==> config.mk <==
export PLATFORM = sky130hd
export DESIGN_NAME = writeback_unit_flat
export DESIGN_NICKNAME = d
export VERILOG_FILES = /design/src/rtl/writeback_unit_if.sv /design/src/rtl/writeback_unit.sv /design/src/flat_wrapper.sv
export SDC_FILE = /design/constraint.sdc
export NUM_CORES = 1
export LEC_CHECK = 0
export CORE_ASPECT_RATIO = 1.1
export CORE_MARGIN = 2
export CORE_UTILIZATION = 47
export CTS_BUF_LIST = sky130_fd_sc_hd__clkbuf_8 sky130_fd_sc_hd__clkbuf_16
export CTS_CLUSTER_SIZE = 20
export DETAILED_ROUTE_END_ITERATION = 8
export GPL_ROUTABILITY_DRIVEN = 0
export PLACE_DENSITY = 0.88
export RECOVER_POWER = 25
export SETUP_SLACK_MARGIN = 0.1
export SYNTH_ARGS = -nofsm -noshare
export SYNTH_HDL_FRONTEND = slang
export SYNTH_SLANG_ARGS = --single-unit
==> constraint.sdc <==
create_clock -name clk -period 2.5 [get_ports clk]
set_input_delay 0.5 -clock clk [delete_from_list [all_inputs] [get_ports clk]]
set_output_delay 0.5 -clock clk [all_outputs]
set_load 0.01 [all_outputs]
==> src/rtl/writeback_unit_if.sv <==
// rtl/writeback_unit_if.sv - producer, register-file write and decode-check signals of the writeback unit
interface writeback_unit_if #(
  parameter int REG_BITS  = 32,
  parameter int ADDR_BITS = 5
);
  logic                 alu_valid;
  logic [ADDR_BITS-1:0] alu_rd;
  logic [REG_BITS-1:0]  alu_result;
  logic                 ld_issue;
  logic [ADDR_BITS-1:0] ld_issue_rd;
  logic                 ld_valid;
  logic                 ld_ready;
  logic [ADDR_BITS-1:0] ld_rd;
  logic [REG_BITS-1:0]  ld_data;
  logic [2:0]           ld_funct3;
  logic [1:0]           ld_offset;
  logic                 we3;
  logic [ADDR_BITS-1:0] a3;
  logic [REG_BITS-1:0]  wd3;
  logic [ADDR_BITS-1:0] chk_a1;
  logic [ADDR_BITS-1:0] chk_a2;
  logic                 busy1;
  logic                 busy2;

  modport master (
    output alu_valid, alu_rd, alu_result, ld_issue, ld_issue_rd,
           ld_valid, ld_rd, ld_data, ld_funct3, ld_offset, chk_a1, chk_a2,
    input  ld_ready, we3, a3, wd3, busy1, busy2
  );

  modport slave (
    input  alu_valid, alu_rd, alu_result, ld_issue, ld_issue_rd,
           ld_valid, ld_rd, ld_data, ld_funct3, ld_offset, chk_a1, chk_a2,
    output ld_ready, we3, a3, wd3, busy1, busy2
  );
endinterface

==> src/rtl/writeback_unit.sv <==
// rtl/writeback_unit.sv - merges ALU results and extended load returns onto the register-file write port
// Also keeps the per-register pending-load scoreboard that decode checks for stalls.
module writeback_unit #(
  parameter int REG_BITS  = 32,
  parameter int ADDR_BITS = 5,
  parameter int LQ_DEPTH  = 2
) (
  input logic             clk,
  input logic             rst,
  writeback_unit_if.slave wb
);
  localparam int PW   = $clog2(LQ_DEPTH);
  localparam int CW   = PW + 1;
  localparam int NREG = 1 << ADDR_BITS;

  logic [REG_BITS-1:0]  lq_data_q [LQ_DEPTH];
  logic [ADDR_BITS-1:0] lq_rd_q   [LQ_DEPTH];
  logic [PW-1:0]        rptr_q;
  logic [PW-1:0]        wptr_q;
  logic [CW-1:0]        cnt_q;

  logic                 we3_q, we3_d;
  logic                 from_ld_q, from_ld_d;
  logic [ADDR_BITS-1:0] a3_q, a3_d;
  logic [REG_BITS-1:0]  wd3_q, wd3_d;
  logic [NREG-1:0]      sb_q, sb_d;

  logic full, empty, push, pop;

  function automatic logic [REG_BITS-1:0] extend(input logic [REG_BITS-1:0] data,
                                                 input logic [2:0] funct3,
                                                 input logic [1:0] off);
    logic [7:0]  b;
    logic [15:0] h;
    b = data[{off, 3'b000} +: 8];
    h = data[{off[1], 4'b0000} +: 16];
    case (funct3)
      3'b000:  extend = {{(REG_BITS-8){b[7]}}, b};
      3'b001:  extend = {{(REG_BITS-16){h[15]}}, h};
      3'b100:  extend = {{(REG_BITS-8){1'b0}}, b};
      3'b101:  extend = {{(REG_BITS-16){1'b0}}, h};
      default: extend = data;
    endcase
  endfunction

  // ready depends on registered occupancy only: a full queue never accepts, even while popping
  assign full        = (cnt_q == CW'(LQ_DEPTH));
  assign empty       = (cnt_q == '0);
  assign push        = wb.ld_valid && !full;
  assign pop         = !wb.alu_valid && !empty;
  assign wb.ld_ready = !full;

  always_ff @(posedge clk) begin
    if (push) begin
      lq_data_q[wptr_q] <= extend(wb.ld_data, wb.ld_funct3, wb.ld_offset);
      lq_rd_q[wptr_q]   <= wb.ld_rd;
    end
  end

  always_comb begin
    we3_d     = 1'b0;
    from_ld_d = 1'b0;
    a3_d      = a3_q;
    wd3_d     = wd3_q;
    if (wb.alu_valid) begin
      we3_d = (wb.alu_rd != '0);
      a3_d  = wb.alu_rd;
      wd3_d = wb.alu_result;
    end else if (pop) begin
      we3_d     = (lq_rd_q[rptr_q] != '0);
      from_ld_d = 1'b1;
      a3_d      = lq_rd_q[rptr_q];
      wd3_d     = lq_data_q[rptr_q];
    end
  end

  // a load write visible on we3 clears its bit one edge later; a same-edge reissue wins
  always_comb begin
    sb_d = sb_q;
    if (we3_q && from_ld_q) begin
      sb_d[a3_q] = 1'b0;
    end
    if (wb.ld_issue && (wb.ld_issue_rd != '0)) begin
      sb_d[wb.ld_issue_rd] = 1'b1;
    end
  end

  always_ff @(posedge clk or posedge rst) begin
    if (rst) begin
      rptr_q    <= '0;
      wptr_q    <= '0;
      cnt_q     <= '0;
      we3_q     <= 1'b0;
      from_ld_q <= 1'b0;
      a3_q      <= '0;
      wd3_q     <= '0;
      sb_q      <= '0;
    end else begin
      if (push) begin
        wptr_q <= wptr_q + 1'b1;
      end
      if (pop) begin
        rptr_q <= rptr_q + 1'b1;
      end
      case ({push, pop})
        2'b10:   cnt_q <= cnt_q + 1'b1;
        2'b01:   cnt_q <= cnt_q - 1'b1;
        default: cnt_q <= cnt_q;
      endcase
      we3_q     <= we3_d;
      from_ld_q <= from_ld_d;
      a3_q      <= a3_d;
      wd3_q     <= wd3_d;
      sb_q      <= sb_d;
    end
  end

  assign wb.we3   = we3_q;
  assign wb.a3    = a3_q;
  assign wb.wd3   = wd3_q;
  assign wb.busy1 = sb_q[wb.chk_a1];
  assign wb.busy2 = sb_q[wb.chk_a2];
endmodule

==> src/flat_wrapper.sv <==
// flat-port wrapper written by rule: the top's interface ports become plain ports
module writeback_unit_flat 
#(
  parameter int REG_BITS  = 32,
  parameter int ADDR_BITS = 5,
  parameter int LQ_DEPTH  = 2
)
  (clk, rst, wb_alu_valid, wb_alu_rd, wb_alu_result, wb_ld_issue, wb_ld_issue_rd, wb_ld_valid, wb_ld_rd, wb_ld_data, wb_ld_funct3, wb_ld_offset, wb_chk_a1, wb_chk_a2, wb_ld_ready, wb_we3, wb_a3, wb_wd3, wb_busy1, wb_busy2);
  writeback_unit_if #(.REG_BITS(REG_BITS), .ADDR_BITS(ADDR_BITS)) wb_i ();
  input logic clk;
  input logic rst;
  input wire logic [$bits(wb_i.alu_valid)-1:0] wb_alu_valid;
  input wire logic [$bits(wb_i.alu_rd)-1:0] wb_alu_rd;
  input wire logic [$bits(wb_i.alu_result)-1:0] wb_alu_result;
  input wire logic [$bits(wb_i.ld_issue)-1:0] wb_ld_issue;
  input wire logic [$bits(wb_i.ld_issue_rd)-1:0] wb_ld_issue_rd;
  input wire logic [$bits(wb_i.ld_valid)-1:0] wb_ld_valid;
  input wire logic [$bits(wb_i.ld_rd)-1:0] wb_ld_rd;
  input wire logic [$bits(wb_i.ld_data)-1:0] wb_ld_data;
  input wire logic [$bits(wb_i.ld_funct3)-1:0] wb_ld_funct3;
  input wire logic [$bits(wb_i.ld_offset)-1:0] wb_ld_offset;
  input wire logic [$bits(wb_i.chk_a1)-1:0] wb_chk_a1;
  input wire logic [$bits(wb_i.chk_a2)-1:0] wb_chk_a2;
  output wire logic [$bits(wb_i.ld_ready)-1:0] wb_ld_ready;
  output wire logic [$bits(wb_i.we3)-1:0] wb_we3;
  output wire logic [$bits(wb_i.a3)-1:0] wb_a3;
  output wire logic [$bits(wb_i.wd3)-1:0] wb_wd3;
  output wire logic [$bits(wb_i.busy1)-1:0] wb_busy1;
  output wire logic [$bits(wb_i.busy2)-1:0] wb_busy2;
  assign wb_i.alu_valid = wb_alu_valid;
  assign wb_i.alu_rd = wb_alu_rd;
  assign wb_i.alu_result = wb_alu_result;
  assign wb_i.ld_issue = wb_ld_issue;
  assign wb_i.ld_issue_rd = wb_ld_issue_rd;
  assign wb_i.ld_valid = wb_ld_valid;
  assign wb_i.ld_rd = wb_ld_rd;
  assign wb_i.ld_data = wb_ld_data;
  assign wb_i.ld_funct3 = wb_ld_funct3;
  assign wb_i.ld_offset = wb_ld_offset;
  assign wb_i.chk_a1 = wb_chk_a1;
  assign wb_i.chk_a2 = wb_chk_a2;
  assign wb_ld_ready = wb_i.ld_ready;
  assign wb_we3 = wb_i.we3;
  assign wb_a3 = wb_i.a3;
  assign wb_wd3 = wb_i.wd3;
  assign wb_busy1 = wb_i.busy1;
  assign wb_busy2 = wb_i.busy2;
  writeback_unit #(.REG_BITS(REG_BITS), .ADDR_BITS(ADDR_BITS), .LQ_DEPTH(LQ_DEPTH)) u_core (.clk(clk), .rst(rst), .wb(wb_i));
endmodule
==> metrics.yaml <==
cellPowerDensity_mw_per_mm2: 999
crit_chain: "dlygate4sd2_1, and2b_2, a22oi_2, nand4b_1, a21oi_1, a311o_1, clkdlybuf4s15_2"
ys_warn_count: 0
wl_per_cell_um: 18.1
grt_antenna_before_repair: 0
leakage_nw: 3.74
drt_wl_total_um: 18500
fin_crit_sh: 0.944
cpPeakStageDelay_ns: 0.33
clock_latency_ns: 0.42
die_area_sq_mm: 0.0162
start_kind: "input pin"
multi_input_area_sq_mm: 0.00286
path_max_fanout: 4
endpoint_kind: "primary output"
nets: 912
syn-num-nets: 763
rows: 47
io_pins: 140
setup_violations: 0
syn_inst: 663
fillCellCount: 1159
synth_flop_cell: "dfrtp_1"
grt_pass1_vias: 5983
stdcell_count: 1021
cts_sinks: 149
drt_iter0_markers: 558
relSlewSlack: 0.212
slew_viol_final: 0
syn-cell-area_sq_mm: 0.00716
worstSetupPathType: "input pin to primary output"
synth_enable_flop_cells: 74
synth.avg_cell_area_sq_um: 10.8
design.core.area_sq_mm: 0.0150
place_inst: 983
grtUsageMet3: 0.0479
num_vias: 5939
timing.final.ws_setup_ns: 0.139
drt_first_pass_iters: 8
clockBufferDepth: 2
layout-drive-gt1-share: 0.108
hold_violations: 0
async_flop_share: 0.503
rsz0062_at_grt: "yes"
grt_util_all_layers: 0.234
yosysUniqueCellTypes: 46
fin_area_sq_mm: 0.00946
place_ws_ns: -0.494
max-vdd-ir-drop_mv: 0.637
path_buf_inv: 2
cts_buffers: 17
status: "completed"
fin_crit_ns: 2.36
place_area_sq_mm: 0.00884
cts.clk_slew.worst_paths_ns: 0.06
detail-route-antenna-nets: 0
top_usage_layer: "met2"
crit_family: "buffers and inverters"
ys_seq_area_frac: 0.572
grt_first_pass_wirelength_um: 29700
fp.dieW_um: 122
io_buffers: 139
num_antenna_cells: 0
cts_tree: "built"
met1_usage: 0.300
via_per_inst: 5.82
grt.overflow.total: 0
worst_slew_pin_slew_ns: 1.18
fin_setup_tns_ns: 0
initial_core_util: 0.478
place_hpwl_um: 12900
htreeDepth: 4
drc: 0
clock.fmax_ghz: 0.424
seq_area_sq_mm: 0.00410
ctsHoldBuffers: 0
maxCapViolCount: 0
gr-usage-met2: 0.388
synth_seq_cells: 149
grt_max_degree: 80
min_path_type: "input pin to register"
fp.dieH_um: 133
cts_root_buffer: "clkbuf_16"
crit_slowest_cell: "a311o_1"
cp_data_arrival_time_ns: 1.86
critPathRequiredTime_ns: 2.00
finalClockSkew_ns: 0.0177
syn_to_final_growth_pct: 32.1
-- layout by cell type, fill, tap and decap left out, types with 3 or more instances in the layout --
| master | count |
|---|---|
| inv_6 | 5 |
| mux2_2 | 7 |
| clkbuf_16 | 18 |
| o21ai_1 | 3 |
| buf_12 | 7 |
| a21oi_1 | 55 |
| clkbuf_2 | 3 |
| dlygate4sd2_1 | 4 |
| dlygate4sd3_1 | 6 |
| o22ai_1 | 14 |
| mux2i_1 | 71 |
| buf_4 | 13 |
| nand4b_1 | 3 |
| nand3b_1 | 8 |
| nor2_1 | 52 |
| o21ai_0 | 107 |
| a311o_1 | 3 |
| xnor2_1 | 3 |
| nand2_1 | 96 |
| or3_1 | 3 |
| nand3_1 | 8 |
| a22oi_1 | 6 |
| or3b_2 | 4 |
| dfrtp_1 | 74 |
| clkdlybuf4s50_1 | 124 |
| nand2b_1 | 3 |
| buf_2 | 3 |
| edfxtp_1 | 74 |
-- cell families (layout without fill, tap and decap cells) --
family | Yosys count | in the layout | synth area share
AO/OA/AOI/OAI | 199 | 199 | 0.153
AND/OR/NAND/NOR | 191 | 191 | 0.119
flip-flops | 149 | 149 | 0.572
multiplexers | 81 | 81 | 0.115
buffers and inverters | 37 | 199 | 0.0328
XOR/XNOR | 5 | 5 | 0.00612
adder cells (fa/ha/maj) | 1 | 1 | 0.00175
-- registers in the layout, indices dropped and copies added, names as in the netlist --
signal / cells
u_core.wb.we3: 1
u_core.lq_rd_q: 10
u_core.wptr_q: 1
u_core.wb.wd3: 32
u_core.from_ld_q: 1
u_core.rptr_q: 1
u_core.lq_data_q: 64
u_core.sb_q: 32
u_core.wb.a3: 5
u_core.cnt_q: 2
-- cell type report --
class / instances / area share
timing repair buffer: 163 / 0.177
inverter: 4 / 0.00172
sequential: 149 / 0.433
clock buffer: 18 / 0.0476
multi-input combinational: 477 / 0.302
tap: 196 / 0.0259
clock inverter: 14 / 0.0122
-- worst register-to-register path: stages (launching register included) --
cell and delay (ns):
dfrtp_2 0.66, buf_4 0.28, mux2i_1 0.25, nor2_1 0.07
a21oi_1 0.12, o21ai_0 0.08
-- cells in the mapped netlist, types with 2 or more instances --
cell type,count,area (sq um)
or3b_2,4,35.0
and2_1,2,12.5
xor2_1,2,17.5
clkbuf_1,14,52.6
mux2i_1,72,721
or3_1,3,18.8
dfrtp_1,75,1880
xnor2_1,3,26.3
nand2b_1,3,18.8
inv_1,3,11.3
o31ai_1,2,15.0
o22ai_1,14,87.6
a21oi_1,55,275
a22oi_1,8,60.1
nand3b_1,8,60.1
o21ai_0,107,536
nand3_1,8,40.0
buf_12,2,40.0
nor2_1,52,195
buf_2,8,40.0
nand2_1,96,360
buf_4,2,15.0
nor2_2,3,18.8
mux2_1,2,22.5
nand4b_1,3,26.3
edfxtp_1,74,2220
o21ai_1,3,15.0
and2b_1,2,15.0
a311o_1,3,30.0
buf_6,6,67.6
nor2b_1,2,12.5
a211oi_1,2,15.0
mux2_2,7,78.8
-- stage by stage --
stage | utilization | power (mW) | hold WS [ns]
after floorplan | - | 5.66 | 0.478
after global placement | 0.589 | 6.91 | 0.530
after detailed placement | 0.589 | 7.03 | 0.534
after CTS | 0.633 | 9.46 | 0.401
after global routing | 0.631 | 9.95 | 0.397
final | 0.631 | 9.45 | 0.388
-- what timing repair did --
| item | 4_1_cts | 5_1_grt |
|---|---|---|
| resized for setup | 21 | 8 |
| gates cloned | 2 | 0 |
| buffers inserted | 4 | 0 |
| endpoints found under the setup margin | 2 | 2 |
| endpoints found under the hold margin | 0 | 0 |
-- layer usage --
layer	vias up	wire (um)
met5	-	0
met4	0	590
met3	64	1560
met2	358	9070
met1	2800	7290
li1	2717	-
-- worst paths after layout --
path	depth (start not counted)	to	slack [ns]	from
worst max-delay path	7	wb_busy2	0.14	wb_chk_a2[2]
worst min-delay path	2	u_core.from_ld_q	0.39	wb_alu_valid
worst max register to register	5	u_core.wb.wd3[18]	0.91	u_core.rptr_q
worst min register to register	1	u_core.cnt_q[1]	0.51	u_core.cnt_q[1]
max in group asynchronous	3	u_core.sb_q[4]	0.50	rst
min in group asynchronous	2	u_core.wb.a3[0]	0.76	rst
-- where the power goes --
part	switching (mW)	internal, mW	total (mW)
clock	1.06	1.36	2.42
sequential	0.604	3.40	4.00
combinational	1.59	1.44	3.03
total	3.26	6.19	9.45
(Power assumes the default switching activity.)
